$ cat config.mk
export PLATFORM = sky130hd
export DESIGN_NAME = complex_result_drain
export DESIGN_NICKNAME = d
export VERILOG_FILES = /design/src/rtl/complex_result_drain.sv
export SDC_FILE = /design/constraint.sdc
export NUM_CORES = 1
export LEC_CHECK = 0
export BUFFER_PORTS_ARGS = -buffer_cell sky130_fd_sc_hd__buf_2
export CAP_MARGIN = 20
export CORE_MARGIN = 2
export CORE_UTILIZATION = 60
export CTS_CLUSTER_SIZE = 16
export DETAILED_ROUTE_END_ITERATION = 10
export PLACE_DENSITY = 0.87
export SLEW_MARGIN = 25
export SYNTH_ARGS = -nofsm -noshare
export SYNTH_HDL_FRONTEND = slang
export SYNTH_SLANG_ARGS = --single-unit
$ cat constraint.sdc
create_clock -name clk_i -period 10.7 [get_ports clk_i]
set_input_delay 3.21 -clock clk_i [delete_from_list [all_inputs] [get_ports clk_i]]
set_output_delay 3.21 -clock clk_i [all_outputs]
set_load 0.005 [all_outputs]
$ cat src/rtl/complex_result_drain.sv
// complex_result_drain: buffers {status, imag, real} result pairs in a DEPTH-entry FIFO
// and serializes each pair as real word then imag word. Optional irq_o under COMPLEX_DRAIN_IRQ_EN.
module complex_result_drain #(
  parameter int WIDTH = 64,
  parameter int DEPTH = 4
) (
  input  logic                       clk_i,
  input  logic                       rst_ni,
  input  logic                       flush_i,
  input  logic                       in_valid_i,
  output logic                       in_ready_o,
  input  logic [1:0][WIDTH-1:0]      result_i,
  input  logic [4:0]                 status_i,
  output logic                       out_valid_o,
  input  logic                       out_ready_i,
  output logic [WIDTH-1:0]           out_data_o,
  output logic                       out_last_o,
  output logic [4:0]                 sticky_status_o,
  input  logic                       clr_status_i,
`ifdef COMPLEX_DRAIN_IRQ_EN
  output logic                       irq_o,
`endif
  output logic [$clog2(DEPTH+1)-1:0] count_o,
  output logic                       busy_o
);

  localparam int AW = $clog2(DEPTH);
  localparam int CW = $clog2(DEPTH+1);
  localparam int EW = 2*WIDTH + 5;

  typedef enum logic [1:0] {IDLE, REAL, IMAG} state_e;

  logic [EW-1:0]    mem_q [DEPTH];
  logic [AW-1:0]    wr_ptr_q, rd_ptr_q;
  logic [CW-1:0]    count_q, count_d;
  state_e           state_q, state_d;
  logic [4:0]       sticky_q;
  logic [WIDTH-1:0] head_real, head_imag;
  logic             push, pop;

  // Ready depends on registered occupancy only; a same-cycle pop never frees a full FIFO.
  assign in_ready_o = (count_q != CW'(DEPTH));
  assign push       = in_valid_i && in_ready_o && !flush_i;
  assign pop        = (state_q == IMAG) && out_ready_i;

  assign head_real = mem_q[rd_ptr_q][WIDTH-1:0];
  assign head_imag = mem_q[rd_ptr_q][2*WIDTH-1:WIDTH];

  always_ff @(posedge clk_i) begin
    if (push) mem_q[wr_ptr_q] <= {status_i, result_i[1], result_i[0]};
  end

  always_comb begin
    count_d = count_q;
    if (push && !pop)      count_d = count_q + 1'b1;
    else if (pop && !push) count_d = count_q - 1'b1;
  end

  always_ff @(posedge clk_i or negedge rst_ni) begin
    if (!rst_ni) begin
      wr_ptr_q <= '0;
      rd_ptr_q <= '0;
      count_q  <= '0;
      state_q  <= IDLE;
    end else if (flush_i) begin
      wr_ptr_q <= '0;
      rd_ptr_q <= '0;
      count_q  <= '0;
      state_q  <= IDLE;
    end else begin
      if (push) wr_ptr_q <= wr_ptr_q + 1'b1;
      if (pop)  rd_ptr_q <= rd_ptr_q + 1'b1;
      count_q <= count_d;
      state_q <= state_d;
    end
  end

  // Going straight from IMAG to REAL when more data is queued keeps the stream bubble-free.
  always_comb begin
    state_d     = state_q;
    out_valid_o = 1'b0;
    out_last_o  = 1'b0;
    out_data_o  = '0;
    case (state_q)
      IDLE: begin
        if (count_q != '0) state_d = REAL;
      end
      REAL: begin
        out_valid_o = 1'b1;
        out_data_o  = head_real;
        if (out_ready_i) state_d = IMAG;
      end
      IMAG: begin
        out_valid_o = 1'b1;
        out_last_o  = 1'b1;
        out_data_o  = head_imag;
        if (out_ready_i) state_d = (count_d != '0) ? REAL : IDLE;
      end
      default: state_d = IDLE;
    endcase
  end

  // A clear coinciding with an accept keeps the newly arriving status bits.
  always_ff @(posedge clk_i or negedge rst_ni) begin
    if (!rst_ni)                     sticky_q <= '0;
    else if (clr_status_i && push)   sticky_q <= status_i;
    else if (clr_status_i)           sticky_q <= '0;
    else if (push)                   sticky_q <= sticky_q | status_i;
  end

`ifdef COMPLEX_DRAIN_IRQ_EN
  logic irq_q;

  // NV, DZ or OF on an accepted pair raises the interrupt; set beats clear.
  always_ff @(posedge clk_i or negedge rst_ni) begin
    if (!rst_ni)                      irq_q <= 1'b0;
    else if (push && |status_i[4:2])  irq_q <= 1'b1;
    else if (clr_status_i)            irq_q <= 1'b0;
  end

  assign irq_o = irq_q;
`endif

  assign sticky_status_o = sticky_q;
  assign count_o         = count_q;
  assign busy_o          = (count_q != '0);

endmodule
After elaboration in Yosys (flattened, before gate mapping) --
Memories as Yosys holds them, arrays and structs flattened. Cells that the tools add are included. W data, S select, Z words.
Word-level totals: output and inout bits 76, RAM bits 532, memories kept 1, bits of input ports 139, register bits 14, logic and storage cells 55
Cells by class: equal/unequal tests 6, muxes and demuxes 21, add/subtract/negate cells 4, reduce and logical (&&, ||, !) cells 17, bitwise gates (word level) 1
Memories:
- mem_q | depth 4, bits a word 133, rd ports 1, clocked after memory_dff 0, write ports 1, line 33 | logic [EW-1:0] mem_q [DEPTH];
Operators by type and width (count):
- $pmux W64 S2 | 1
- $mux W2 | 8
- $mux W5 | 3
- $ne A3 B3 Y1 const B | 4
- $mux W3 | 3
- $reduce_bool A3 Y1 | 3
- $logic_and A1 B1 Y1 | 6
- $pmux W2 S3 | 1
- $mux W1 | 5
- $or A5 B5 Y5 | 1
- $add A2 B1 Y2 const B | 2
- $reduce_bool A2 Y1 | 2
- $add A3 B1 Y3 const B | 1
- $logic_not A1 Y1 | 3
- $reduce_and A3 Y1 | 1
- $sub A3 B1 Y3 const B | 1
- $eq A2 B1 Y1 const B | 1
- $eq A2 B2 Y1 const B | 1
- $logic_not A2 Y1 | 1
- $reduce_or A2 Y1 | 1

Depth between registers and ports, before layout --
depth in word-level cells 12, gate-level depth with buffers 8, gate-level depth less buffers 6

Worst setup path after synthesis --
Ideal clock, no wire load.
path type input port to flip-flop, start in in_valid_i, end mem mem_q[0][0] in the netlist's numbering (enable), path slack 3.553 ns, setup time 0.503 ns, required time 10.197 ns, data arrival time 6.644 ns, cell stages on the path 2, path buffers 0, cell sequence a21boi_1 and3_1
Between the ends: word-level cells in the longest chain between the ends 4
Ends and longest elaborated chain:
- start, declared | line 10 | input logic in_valid_i,
- $logic_and A1 B1 Y1 (2 in a row) | line 43 | assign push = in_valid_i && in_ready_o && !flush_i;
- $mux W1 | line 50 | if (push) mem_q[wr_ptr_q] <= {status_i, result_i[1], result_i[0]};
- $mux W1 (implied by the code) | line 50
- end, declared | line 33
No other way between the ends.

Worst setup path after layout --
start reg rd_ptr_q[0], end out out_data_o[51]
Between the ends: word-level cells in the longest chain between the ends 2
Ends and longest elaborated chain:
- start, declared | line 34 | logic [AW-1:0] wr_ptr_q, rd_ptr_q;
- start signal, assigned | line 72 | if (pop) rd_ptr_q <= rd_ptr_q + 1'b1;
- $mem_v2 Z4 W133
- $pmux W64 S2 | line 84 | case (state_q)
- end, declared | line 16 | output logic [WIDTH-1:0] out_data_o,
No other way between the ends.

==> flow_summary.json <==
{
  "crit_arrival_ps": 3210,
  "clock_sinks": 526,
  "rsz0062_at_grt": "false",
  "power_density_mw_per_mm2": 196,
  "io_pins": 215,
  "layout_common_cells": "512 x edfxtp_1, 214 x buf_2, 128 x mux4_2",
  "post-route-period-util_pct": 60.0,
  "hold_viol": 0,
  "wl_met3_um": 3390,
  "slowest_delay_ps": 780,
  "grt_pass1_vias": 10500,
  "cp_top_family": "buffers and inverters",
  "cts_setup_buffers": 0,
  "coreArea_mm2": 0.0334,
  "crit_path_end_kind": "primary output",
  "cts-hold-fix-buffers": 0,
  "cts_resized": 0,
  "synthTopCellsByArea": "edfxtp_1 76%, mux4_2 14%, a22oi_1 2.4%, nor2b_1 2.0%, dfrtp_1 1.7%",
  "status": "finished clean",
  "crit_path_cell_trace": "buf_4 -> mux4_2 -> a22oi_1 -> nor2b_1 -> buf_2",
  "grt-ovfl-total": 0,
  "antenna_found_initial": 13,
  "final_common_cell": "edfxtp_1",
  "criticalPathCategory": "reg2out",
  "relSlewSlack_pct": 35.3,
  "crit_path_start_kind": "flop",
  "grt_pass1_wl_um": 61700,
  "fin_util_pct": 70.1,
  "yosysTopAreaCellShare_pct": 75.6,
  "vdd_drop_max_mv": 0.165,
  "start_util_pct": 60.8,
  "clk_path_buf_depth": 3,
  "port_buffers": 214,
  "finalNetCount": 1297,
  "tightest_slew_ps": 971,
  "vias": 9972,
  "drtIter0Drc": 1068,
  "cts_buffers": 50,
  "avgSynthCellArea_um2": 22.1,
  "wl_per_cell_um": 24.3,
  "drc": 0,
  "synthDistinctLibCells": 35,
  "synth.yosys.seq_area_share_pct": 77.3,
  "area_delta_synth_final_pct": 15.4,
  "cts_tree": "yes",
  "final_area_mm2": 0.0235,
  "max_freq_mhz": 156,
  "yosysTopAreaCell": "edfxtp_1",
  "top_layer_used": "met5",
  "place_congestion": 0.739,
  "synth-seq-cells": 526,
  "num_rows": 67,
  "m1WireLength_um": 14900,
  "setup_tns_ps": 0,
  "setup-violations-final": 0,
  "cts_htree_levels": 2,
  "yosysWarnings": 0,
  "syn-num-nets": 1072,
  "cp_num_buf_inv": 2,
  "drt-pass1-iter-count": 6,
  "fp.dieH_um": 188,
  "hpwl_um": 22200,
  "wirelength_um": 39900,
  "finClkSkew_ps": 18.2,
  "min_path_type": "reg2reg",
  "worstPathMaxFanout": 44,
  "place_area_mm2": 0.0218,
  "finalHoldWorstSlack_ps": 524,
  "drtAntennaViolNets": 0,
  "slew_viol_final": 0,
  "cp.required_ps": 7490,
  "routed-wl-met2_um": 20500,
  "min_period_ps": 6420,
  "drive_above_1_share_pct": 35.9,
  "die_area_mm2": 0.0354,
  "syn_area_mm2": 0.0203,
  "slowest_stage": "buf_4",
  "via_per_inst": 6.07,
  "grt_start_max_net_pins": 72,
  "cts_root_buffer": "clkbuf_16",
  "clkTransAtPathRegs_ps": 60,
  "power_leakage_uw": 0.00766,
  "synthCells": 921,
  "drv_cap": 0,
  "dieWidth_um": 188,
  "worstSkewPairLatency_ps": 550,
  "track_usage_pct": 23.1
}
[area by class of cell]
cell class,count,area [µm²]
sequential,526,15700
fill,1980,10000
multi-input combinational,329,4310
clock buffer,66,1380
timing repair buffer,226,1190
tap,448,561
clock inverter,25,211
inverter,13,48.8
antenna,9,22.5
[tightest hold or removal path, cell delays in order, from the launching register on]
cell and delay (ps):
dfrtp_1 370, inv_1 50, o21ai_0 60
[sequential cells by signal (all words and copies together) (netlist names)]
| signal | flops |
|---|---|
| count_o | 3 |
| rd_ptr_q | 2 |
| mem_q | 512 |
| state_q | 2 |
| sticky_status_o | 5 |
| wr_ptr_q | 2 |
[logic make-up after synthesis]
family	after synthesis	share of synthesized area [%]
AOI/OAI and AO/OA	84	3.01
xor gates and xnor gates	3	0.197
adders and majority gates	12	0.738
buffers and inverters	66	1.64
DFF	526	77.3
muxes	130	14.3
and+or+nand+nor	100	2.79
[through the flow]
| step | power [µW] | instances | setup slack (ps) |
|---|---|---|---|
| 2_1_floorplan | 2750 | 921 | 3550 |
| 3_3_place_gp | 2930 | 1541 | 4350 |
| 3_5_place_dp | 2950 | 1542 | 4500 |
| 4_1_cts | 4640 | 1633 | 4190 |
| 5_1_grt | 4760 | 1638 | 4050 |
| 6_report | 4610 | 1642 | 4280 |
[synth_stat cells]
cell      number
a211oi_1       2
a21bo_1        1
a21boi_1       1
a21o_1         1
a21oi_1        3
a22oi_1       64
a311oi_1       2
a31oi_1        1
and2_1         1
and3_1         4
and4_1         1
buf_1          7
buf_2         12
buf_4          3
buf_6          8
clkbuf_1      23
dfrtp_1       14
edfxtp_1     512
ha_1          12
inv_1         13
mux2i_1        2
mux4_2       128
nand2_1       14
nand2b_1       1
nand3_1        1
nand4_1        3
nor2_1        10
nor2b_1       65
o211ai_1       1
o21ai_0        5
o22ai_1        2
o31ai_1        1
xnor2_1        1
xnor3_1        1
xor2_1         1
[metal layers]
| metal | vias up | global-route usage, % |
|---|---|---|
| met5 | - | 0 |
| met1 | 5131 | 31.0 |
| met2 | 428 | 38.6 |
| met4 | 10 | 7.48 |
| li1 | 4315 | - |
| met3 | 88 | 4.92 |
[where the power goes]
group          internal [µW]  switching [µW]  total [µW]
clock                    995             707        1700
combinational            243             309         551
sequential              2330            26.2        2350
total                   3560            1040        4610
[path summary, 6_finish.rpt]
check                              startpoint                 end  slack (ps)  cells past startpoint
max                               rd_ptr_q[0]      out_data_o[51]        4280                      5
min in group asynchronous              rst_ni  sticky_status_o[2]        2560                      1
max in group asynchronous              rst_ni         rd_ptr_q[0]        7860                      1
min                        sticky_status_o[3]  sticky_status_o[3]         520                      2
min reg2reg                sticky_status_o[3]  sticky_status_o[3]         520                      2
max reg2reg                        count_o[0]        mem_q[3][33]        7110                      5
Power figures use the tool's default switching activity.
